===== src/rtl/onehot_decoder_pkg.sv =====
// Shared constants, types and helpers for the binary-to-one-hot decoder
// and its 2-entry output FIFO.
package onehot_decoder_pkg;

  localparam int unsigned SEL_W      = 3;
  localparam int unsigned OUT_W      = 8;
  localparam int unsigned CNT_W      = 16;
  localparam int unsigned FIFO_DEPTH = 2;

  typedef logic [SEL_W-1:0] sel_t;
  typedef logic [OUT_W-1:0] onehot_t;

  typedef enum logic [1:0] {
    FIFO_EMPTY = 2'd0,
    FIFO_ONE   = 2'd1,
    FIFO_FULL  = 2'd2
  } fifo_state_e;

  // Bit s of the result is set, all others clear.
  function automatic onehot_t onehot(input sel_t s);
    onehot_t r;
    r    = '0;
    r[s] = 1'b1;
    return r;
  endfunction

  // Even parity over an index: the matching parity bit makes the total even.
  function automatic logic sel_parity(input sel_t s);
    return ^s;
  endfunction

endpackage : onehot_decoder_pkg


===== src/rtl/onehot_decoder_if.sv =====
// Input and output handshakes of the one-hot decoder; the parity side-band
// exists only when ONEHOT_DECODER_PARITY_EN is defined.
interface onehot_decoder_if #(
  parameter int unsigned CNT_W = onehot_decoder_pkg::CNT_W
);

  logic                       in_valid;
  logic                       in_ready;
  onehot_decoder_pkg::sel_t   sel;
  logic                       out_valid;
  logic                       out_ready;
  onehot_decoder_pkg::onehot_t dout;
  logic [CNT_W-1:0]           dec_count;
`ifdef ONEHOT_DECODER_PARITY_EN
  logic                       sel_par;
  logic                       par_err;
`endif

`ifdef ONEHOT_DECODER_PARITY_EN
  modport master (
    output in_valid, sel, sel_par, out_ready,
    input  in_ready, out_valid, dout, dec_count, par_err
  );

  modport slave (
    input  in_valid, sel, sel_par, out_ready,
    output in_ready, out_valid, dout, dec_count, par_err
  );
`else
  modport master (
    output in_valid, sel, out_ready,
    input  in_ready, out_valid, dout, dec_count
  );

  modport slave (
    input  in_valid, sel, out_ready,
    output in_ready, out_valid, dout, dec_count
  );
`endif

endinterface : onehot_decoder_if


===== src/rtl/onehot_fifo2.sv =====
// Generic 2-entry valid/ready FIFO with fully registered outputs; the pop
// data is forced to zero whenever the FIFO is empty.
module onehot_fifo2
  import onehot_decoder_pkg::*;
#(
  parameter int unsigned DATA_W = 8
) (
  input  logic              clk,
  input  logic              rst,
  input  logic              push_valid_i,
  output logic              push_ready_o,
  input  logic [DATA_W-1:0] push_data_i,
  output logic              pop_valid_o,
  input  logic              pop_ready_i,
  output logic [DATA_W-1:0] pop_data_o
);

  fifo_state_e                  state_q, state_d;
  logic                         wr_ptr_q, wr_ptr_d;
  logic                         rd_ptr_q, rd_ptr_d;
  logic [1:0][DATA_W-1:0]       mem_q, mem_d;
  logic                         in_ready_q, in_ready_d;
  logic                         out_valid_q, out_valid_d;
  logic [DATA_W-1:0]            dout_q, dout_d;
  logic                         push_fire;
  logic                         pop_fire;

  assign push_fire = push_valid_i & in_ready_q;
  assign pop_fire  = out_valid_q & pop_ready_i;

  always_ff @(posedge clk or posedge rst) begin
    if (rst) begin
      state_q     <= FIFO_EMPTY;
      wr_ptr_q    <= 1'b0;
      rd_ptr_q    <= 1'b0;
      mem_q       <= '0;
      in_ready_q  <= 1'b1;
      out_valid_q <= 1'b0;
      dout_q      <= '0;
    end else begin
      state_q     <= state_d;
      wr_ptr_q    <= wr_ptr_d;
      rd_ptr_q    <= rd_ptr_d;
      mem_q       <= mem_d;
      in_ready_q  <= in_ready_d;
      out_valid_q <= out_valid_d;
      dout_q      <= dout_d;
    end
  end

  // Occupancy FSM; outputs are precomputed from the next state so they register cleanly.
  always_comb begin
    state_d  = state_q;
    mem_d    = mem_q;
    wr_ptr_d = wr_ptr_q + 1'(push_fire);
    rd_ptr_d = rd_ptr_q + 1'(pop_fire);

    if (push_fire) begin
      mem_d[wr_ptr_q] = push_data_i;
    end

    unique case (state_q)
      FIFO_EMPTY: begin
        if (push_fire) state_d = FIFO_ONE;
      end
      FIFO_ONE: begin
        if (push_fire && !pop_fire)      state_d = FIFO_FULL;
        else if (pop_fire && !push_fire) state_d = FIFO_EMPTY;
      end
      FIFO_FULL: begin
        if (pop_fire) state_d = FIFO_ONE;
      end
      default: state_d = FIFO_EMPTY;
    endcase

    in_ready_d  = (state_d != FIFO_FULL);
    out_valid_d = (state_d != FIFO_EMPTY);
    dout_d      = out_valid_d ? mem_d[rd_ptr_d] : '0;
  end

  assign push_ready_o = in_ready_q;
  assign pop_valid_o  = out_valid_q;
  assign pop_data_o   = dout_q;

endmodule : onehot_fifo2


===== src/rtl/onehot_decoder.sv =====
// Binary-to-one-hot decoder with a 2-entry output FIFO and saturating accept
// counter. Define ONEHOT_DECODER_PARITY_EN to add sel parity checking.
module onehot_decoder #(
  parameter int unsigned CNT_W = onehot_decoder_pkg::CNT_W
) (
  input  logic             clk,
  input  logic             reset,
  onehot_decoder_if.slave  bus
);

  import onehot_decoder_pkg::*;

  logic             fifo_ready;
  logic             accept;
  onehot_t          word;
  logic [CNT_W-1:0] dec_count_q, dec_count_d;

  assign accept = bus.in_valid & fifo_ready;

`ifdef ONEHOT_DECODER_PARITY_EN
  logic par_bad;
  logic par_err_q, par_err_d;

  // A bad-parity index is still accepted but decodes to an empty word.
  assign par_bad = (bus.sel_par != sel_parity(bus.sel));
  assign word    = par_bad ? '0 : onehot(bus.sel);

  always_comb begin
    par_err_d = par_err_q;
    if (accept && par_bad) par_err_d = 1'b1;
  end

  always_ff @(posedge clk or posedge reset) begin
    if (reset) par_err_q <= 1'b0;
    else       par_err_q <= par_err_d;
  end

  assign bus.par_err = par_err_q;
`else
  assign word = onehot(bus.sel);
`endif

  // Saturating count of accepted indices.
  always_comb begin
    dec_count_d = dec_count_q;
    if (accept && (dec_count_q != {CNT_W{1'b1}})) begin
      dec_count_d = dec_count_q + CNT_W'(1);
    end
  end

  always_ff @(posedge clk or posedge reset) begin
    if (reset) dec_count_q <= '0;
    else       dec_count_q <= dec_count_d;
  end

  onehot_fifo2 #(
    .DATA_W (OUT_W)
  ) u_fifo (
    .clk          (clk),
    .rst          (reset),
    .push_valid_i (bus.in_valid),
    .push_ready_o (fifo_ready),
    .push_data_i  (word),
    .pop_valid_o  (bus.out_valid),
    .pop_ready_i  (bus.out_ready),
    .pop_data_o   (bus.dout)
  );

  assign bus.in_ready  = fifo_ready;
  assign bus.dec_count = dec_count_q;

  sel_known_a: assert property (@(posedge clk) disable iff (reset)
    bus.in_valid |-> !$isunknown(bus.sel));

endmodule : onehot_decoder


===== src/flat_wrapper.sv =====
// flat-port wrapper written by rule: the top's interface ports become plain ports
module onehot_decoder_flat import onehot_decoder_pkg::*;
#(
  parameter int unsigned CNT_W = onehot_decoder_pkg::CNT_W
)
  (clk, reset, bus_in_valid, bus_sel, bus_out_ready, bus_in_ready, bus_out_valid, bus_dout, bus_dec_count);
  onehot_decoder_if #(.CNT_W(CNT_W)) bus_i ();
  input  logic clk;
  input  logic reset;
  input wire logic [$bits(bus_i.in_valid)-1:0] bus_in_valid;
  input wire logic [$bits(bus_i.sel)-1:0] bus_sel;
  input wire logic [$bits(bus_i.out_ready)-1:0] bus_out_ready;
  output wire logic [$bits(bus_i.in_ready)-1:0] bus_in_ready;
  output wire logic [$bits(bus_i.out_valid)-1:0] bus_out_valid;
  output wire logic [$bits(bus_i.dout)-1:0] bus_dout;
  output wire logic [$bits(bus_i.dec_count)-1:0] bus_dec_count;
  assign bus_i.in_valid = bus_in_valid;
  assign bus_i.sel = bus_sel;
  assign bus_i.out_ready = bus_out_ready;
  assign bus_in_ready = bus_i.in_ready;
  assign bus_out_valid = bus_i.out_valid;
  assign bus_dout = bus_i.dout;
  assign bus_dec_count = bus_i.dec_count;
  onehot_decoder #(.CNT_W(CNT_W)) u_core (.clk(clk), .reset(reset), .bus(bus_i));
endmodule

===== config.mk =====
export PLATFORM = sky130hd
export DESIGN_NAME = onehot_decoder_flat
export DESIGN_NICKNAME = d
export VERILOG_FILES = /design/src/rtl/onehot_decoder_pkg.sv /design/src/rtl/onehot_decoder_if.sv /design/src/rtl/onehot_fifo2.sv /design/src/rtl/onehot_decoder.sv /design/src/flat_wrapper.sv
export SDC_FILE = /design/constraint.sdc
export NUM_CORES = 1
export LEC_CHECK = 0
export CELL_PAD_IN_SITES_DETAIL_PLACEMENT = 1
export CELL_PAD_IN_SITES_GLOBAL_PLACEMENT = 1
export CORE_MARGIN = 1
export CORE_UTILIZATION = 35
export CTS_CLUSTER_SIZE = 16
export DETAILED_ROUTE_END_ITERATION = 10
export PLACE_DENSITY = 0.78
export SYNTH_ARGS = -nofsm -noshare
export SYNTH_HDL_FRONTEND = slang
export SYNTH_SLANG_ARGS = --single-unit

===== constraint.sdc =====
create_clock -name clk -period 4.74 [get_ports clk]
set_clock_uncertainty 0.1 [all_clocks]
set_input_delay 0.711 -clock clk [delete_from_list [all_inputs] [get_ports clk]]
set_output_delay 0.711 -clock clk [all_outputs]
set_load 0.1 [all_outputs]

# Word level (Yosys, flattened, before mapping)

Index checks and enable logic that the tools add are counted.

Flip-flop bits (word level): 46
Input bits: 7
Output and inout bits: 26
Logic and storage cells: 46

Add/sub/neg operators: 3
Order comparisons: 5
Equality and inequality tests: 4
Multiplexer cells: 14
Bitwise logic cells: 2
Reductions and logical operators: 9

Operators with widths:

| kind                    | number |
|---|---|
| $mux W8                 | 4 |
| $add A16 B1 Y16 const B | 1 |
| $bwmux W16              | 1 |
| $mux W16                | 1 |
| $ne A16 B16 Y1 const B  | 1 |
| $demux W8 S1            | 1 |
| $mux W2                 | 4 |
| $pmux W2 S3             | 1 |
| $logic_and A1 B1 Y1     | 5 |
| $lt A1 B2 Y1 const B    | 2 |
| $lt A3 B4 Y1 const B    | 1 |
| $demux W1 S3            | 1 |
| $ge A3 B1 Y1 const B    | 1 |
| $add A1 B1 Y1           | 2 |
| $and A1 B1 Y1           | 2 |
| $eq A2 B1 Y1 const B    | 1 |
| $eq A2 B2 Y1 const B    | 1 |
| $logic_not A1 Y1        | 2 |
| $logic_not A2 Y1        | 1 |
| $ne A2 B2 Y1 const B    | 1 |
| $reduce_bool A2 Y1      | 1 |
| $ge A1 B1 Y1 const B    | 1 |
| $mux W1                 | 1 |

# Depth between registers and ports, before layout

Depth after elaboration: 9
Depth in mapped cells: 5
Gate-level depth less buffers: 5

# Cells and area by module

Synthesis repeated with hierarchy kept, for this count alone.

Cell total of the unflattened synthesis: 193
Area, all modules: 2,220.9 µm²

By module, submodules not included:

| module         | times used | cells an instance | area an instance (µm²) |
|---|---|---|---|
| onehot_fifo2   | 1          | 114               | 1,362.6 |
| onehot_decoder | 1          | 79                | 858.3 |

# Least setup slack after synthesis

No wires, ideal clock.

Path type: register to register
From: reg u_core.dec_count_q[5] (netlist: u_core.bus.dec_count[5])
To: reg u_core.dec_count_q[1] (netlist: u_core.bus.dec_count[1])
Setup time: 0.128 ns
Data arrival time: 2.153 ns
Path slack: 2.358 ns
Stages on the path, launching flop included: 5
Buffers on the path: 0
Path through: dfrtp_1 and4_4 nand4_2 o21ai_2 mux2_1

Cells in the longest elaborated chain, start to end: 2

Ends and longest elaborated chain:

| item                   | RTL line             | RTL |
|---|---|---|
| start, declared        | onehot_decoder.sv:16 | `logic [CNT_W-1:0] dec_count_q, dec_count_d;` |
| start signal, assigned | onehot_decoder.sv:53 | `else dec_count_q <= dec_count_d;` |
| $ne A16 B16 Y1         | onehot_decoder.sv:46 | `if (accept && (dec_count_q != {CNT_W{1'b1}})) begin` |
| $logic_and A1 B1 Y1    | onehot_decoder.sv:46 |  |

No other way between the ends.
A chain may end at the register's enable or synchronous reset.

# Worst setup path after layout

From: reg u_core.u_fifo.in_ready_q (netlist: u_core.u_fifo.push_ready_o)
To: out bus_in_ready

RTL lines:

| item                   | RTL line           | RTL |
|---|---|---|
| start, declared        | onehot_fifo2.sv:22 | `logic in_ready_q, in_ready_d;` |
| start signal, assigned | onehot_fifo2.sv:45 | `in_ready_q <= in_ready_d;` |
| end, declared          | flat_wrapper.sv:13 | `output wire logic [$bits(bus_i.in_ready)-1:0] bus_in_ready;` |

No word-level cell between the ends.

==> impl_results.md <==
- Routed wire length: 4490 microns
- Number of synthesized register bits: 46
- Synth area leader: dfrtp_1
- Slew margin rel.: 0.346
- Hold path depth: 1
- Max-slew violations: 0
- CP delay by family, top: buffers and inverters
- Cts hold-fix bufs: 0
- Clock transition at the registers of the reported paths: 0.08 ns
- R2r worst-path depth: 4
- DRC: 0
- GRT Total Usage: 0.165
- Syn_nets: 184
- Worst path cell trace: clkdlybuf4s50_1
- Power Density: 696 nW/um^2
- Die width: 78.9 microns
- Sequential power share: 0.340
- Critical path type: flop to primary output
- Deepest clock path buffer count: 2
- Post-synthesis sequential area ratio: 0.557
- First DRT Iteration DRCs: 57
- Clk Latency, worst-skew pair: 0.30 ns
- GR Layer Usage met2: 0.253
- P&R area growth vs syn: 23.2%
- Worst path slowest cell: clkdlybuf4s50_1
- Worst Tran Pin Value: 0.977 ns
- Setup TNS: 0 ns
- Synth top area share: 0.544
- First-pass GRT wire length: 7750 microns
- Final Power: 1.77 mW
- Fill count: 640
- Yosys warning count: 0
- Worst Hold End: u_core.u_fifo.mem_q[6]
- Psw: 0.871 mW
- Pin count of the biggest net entering global routing: 47
- F_max: 0.354 GHz
- Outcome: finished clean
- CP Buf/Inv Count: 1
- Final setup fails: 0
- NumNets Final: 221
- VDD IR max: 0.293 mV
- Launch point of the worst reg-to-reg path: u_core.u_fifo.push_ready_o
- Die Ht: 78.9 microns
- Post-CTS Resized: 0
- Peak fanout along the critical path: 5
- Levels on crit path: 1
- Final Hold Fails: 0
- Cells after Synth: 176
- Comb pwr share: 0.530
- Sw frac: 0.491
- Worst path max stage delay: 1.14 ns
- Post-DP Area: 2470 sq um
- Busiest grt layer: met2
- Core Region: 5610 sq um
- Post-DRT Antenna Nets: 0
- Lkg Pwr: 1.19 nW
- IO buf count: 32
- Capturing point of the worst reg2reg path: u_core.u_fifo.pop_data_o[6]
- Startpoint types: flop
- Num rows: 27
- Setup crit end kind: primary output
- Post-detail-place hpwl: 3130 microns
- Number of top-level pins: 33
- Starting Density: 0.369
- Grt total ovfl: 0
- Arrival @ worst endpoint: 2.02 ns
- CTS H-tree lvls: 2
- DR vias: 1452
- CTS Buf Count: 5
- Post-Syn Area per Cell: 11.8 sq um
- Layout cells sized above 1: 0.140
- Initial antenna violation count: 0
- Hold Crit Class: flop to flop
- Critical Path RT: 3.93 ns
- Root buf cell: clkbuf_8
- RD Place Congestion: 0.709
- Min Tclk post-route: 2.83 ns
- Mapped cell area: 2070 sq um
- Final core area utilization: 0.454
- Die ar.: 6220 sq um
- Min-delay src: u_core.u_fifo.mem_q[6]
- CTS sink count: 46
- Post-CTS setup buffer count: 0
- RSZ-0062 raised after global routing: no
- Synth area leaders: dfrtp_1, o211a_1, xor2_1, mux2i_1, nand2_1
- Via density: 5.08
- DRT Pass-1 Iters: 4
- Clock share of power: 0.130
- Ant. Diodes: 0
- Vias in the first global route: 1556
- Distinct cells, synth: 49
- R2R Setup Slk: 2.80 ns
- Wirelength per Cell: 15.7 microns
- Final instance area: 2550 sq um
- CTS tree: built
- M3 GR Usage: 0.0425
- Period utilization: 0.597
- Internal power: 0.902 mW
- Maxcap violations: 0
- GR Layer Usage met1: 0.221
- Hold slack: 0.409 ns
## registers in the layout, indices dropped and copies added, names as in the netlist
register                    count
u_core.u_fifo.wr_ptr_q          1
u_core.u_fifo.rd_ptr_q          1
u_core.bus.dec_count           16
u_core.u_fifo.push_ready_o      1
u_core.u_fifo.pop_data_o        8
u_core.u_fifo.pop_valid_o       1
u_core.u_fifo.mem_q            16
u_core.u_fifo.state_q           2
## cells in the final DEF (no fill, tap or decap), types with 2 or more instances in the layout
cell	count
dfrtp_1	45
clkdlybuf4s50_1	32
nand2_1	16
o21ai_0	8
xor2_1	7
o211a_1	7
nor2_1	6
inv_1	6
mux2i_1	6
nand3_1	5
or2_2	5
clkbuf_8	5
mux2_2	4
xnor2_1	4
nor3_1	3
and3_1	3
and2_1	3
a21oi_1	3
nand3b_1	3
or3b_1	3
clkbuf_1	3
nand4_1	2
nand4_2	2
nor4b_1	2
nor4_2	2
o21a_1	2
o21ba_2	2
inv_2	2
or2_1	2
## through the flow
stage | worst slack [ns] | cells
after floorplan | 2.36 | 176
after CTS | 1.91 | 286
after global routing | 1.87 | 286
final | 1.91 | 286
after global placement | 2.14 | 278
after detailed placement | 2.10 | 278
## area by class of cell
class | count | area (sq um) | share of cell area
clock buffers | 8 | 80.1 | 0.0314
repair buffers | 32 | 320 | 0.126
multi-input cells | 119 | 872 | 0.342
inverters | 9 | 33.8 | 0.0133
well taps | 72 | 90.1 | 0.0353
flip-flops and latches | 46 | 1150 | 0.452
## metal layers
| layer | part of all wire | vias up |
|---|---|---|
| li1 | - | 689 |
| met1 | 0.48 | 732 |
| met2 | 0.48 | 23 |
| met3 | 0.032 | 8 |
| met4 | 0.016 | 0 |
| met5 | 0 | - |
## synthesized netlist by cell type, drive strengths merged
| cell | number |
|---|---|
| dfrtp | 45 |
| nand2 | 17 |
| o21ai | 9 |
| inv | 8 |
| or2 | 8 |
| o211a | 7 |
| xor2 | 7 |
| mux2 | 6 |
| mux2i | 6 |
| nor2 | 6 |
| nand3 | 5 |
| and3 | 4 |
| nand4 | 4 |
| xnor2 | 4 |
| a21oi | 3 |
| and2 | 3 |
| nand3b | 3 |
| nor3 | 3 |
| nor4 | 3 |
| or3b | 3 |
| nor4b | 2 |
| o21a | 2 |
| o21ba | 2 |
| a2bb2oi | 1 |
| a41o | 1 |
| and3b | 1 |
| and4 | 1 |
| buf | 1 |
| clkbuf | 1 |
| clkinv | 1 |
| dfstp | 1 |
| ha | 1 |
| nand2b | 1 |
| nand4b | 1 |
| nor2b | 1 |
| o21bai | 1 |
| o22a | 1 |
| o22ai | 1 |
| o31a | 1 |
## worst max-delay path by stage
| stage | start | slack, ns | endpoint |
|---|---|---|---|
| 2_1_floorplan | u_core.bus.dec_count[5] | 2.36 | u_core.bus.dec_count[1] |
| 3_3_place_gp | bus_in_valid | 2.14 | u_core.u_fifo.pop_data_o[6] |
| 6_report | u_core.u_fifo.push_ready_o | 1.91 | bus_in_ready |
| 4_1_cts | u_core.u_fifo.push_ready_o | 1.91 | bus_in_ready |
| 3_5_place_dp | bus_in_valid | 2.10 | u_core.u_fifo.pop_data_o[6] |
| 5_1_grt | u_core.u_fifo.push_ready_o | 1.87 | bus_in_ready |
## kinds of logic (layout without fill, tap and decap cells)
family | Yosys count | count (layout) | synth area share
and+or+nand+nor | 66 | 66 | 0.199
DFF | 46 | 46 | 0.557
AOI/OAI and AO/OA | 29 | 29 | 0.106
muxes | 12 | 12 | 0.0635
xor gates and xnor gates | 11 | 11 | 0.0466
buffers and inverters | 11 | 49 | 0.0218
adders and majority gates | 1 | 1 | 0.00604
## power by group through the flow
| stage | sequential [mW] | combinational, mW | clock [mW] |
|---|---|---|---|
| 2_1_floorplan | 1.02 | 0.312 | 0 |
| 3_3_place_gp | 0.609 | 0.927 | 0 |
| 3_5_place_dp | 0.613 | 0.944 | 0 |
| 4_1_cts | 0.605 | 0.948 | 0.237 |
| 5_1_grt | 0.622 | 1.00 | 0.253 |
| 6_report | 0.603 | 0.939 | 0.231 |
Power figures use the tool's default switching activity.
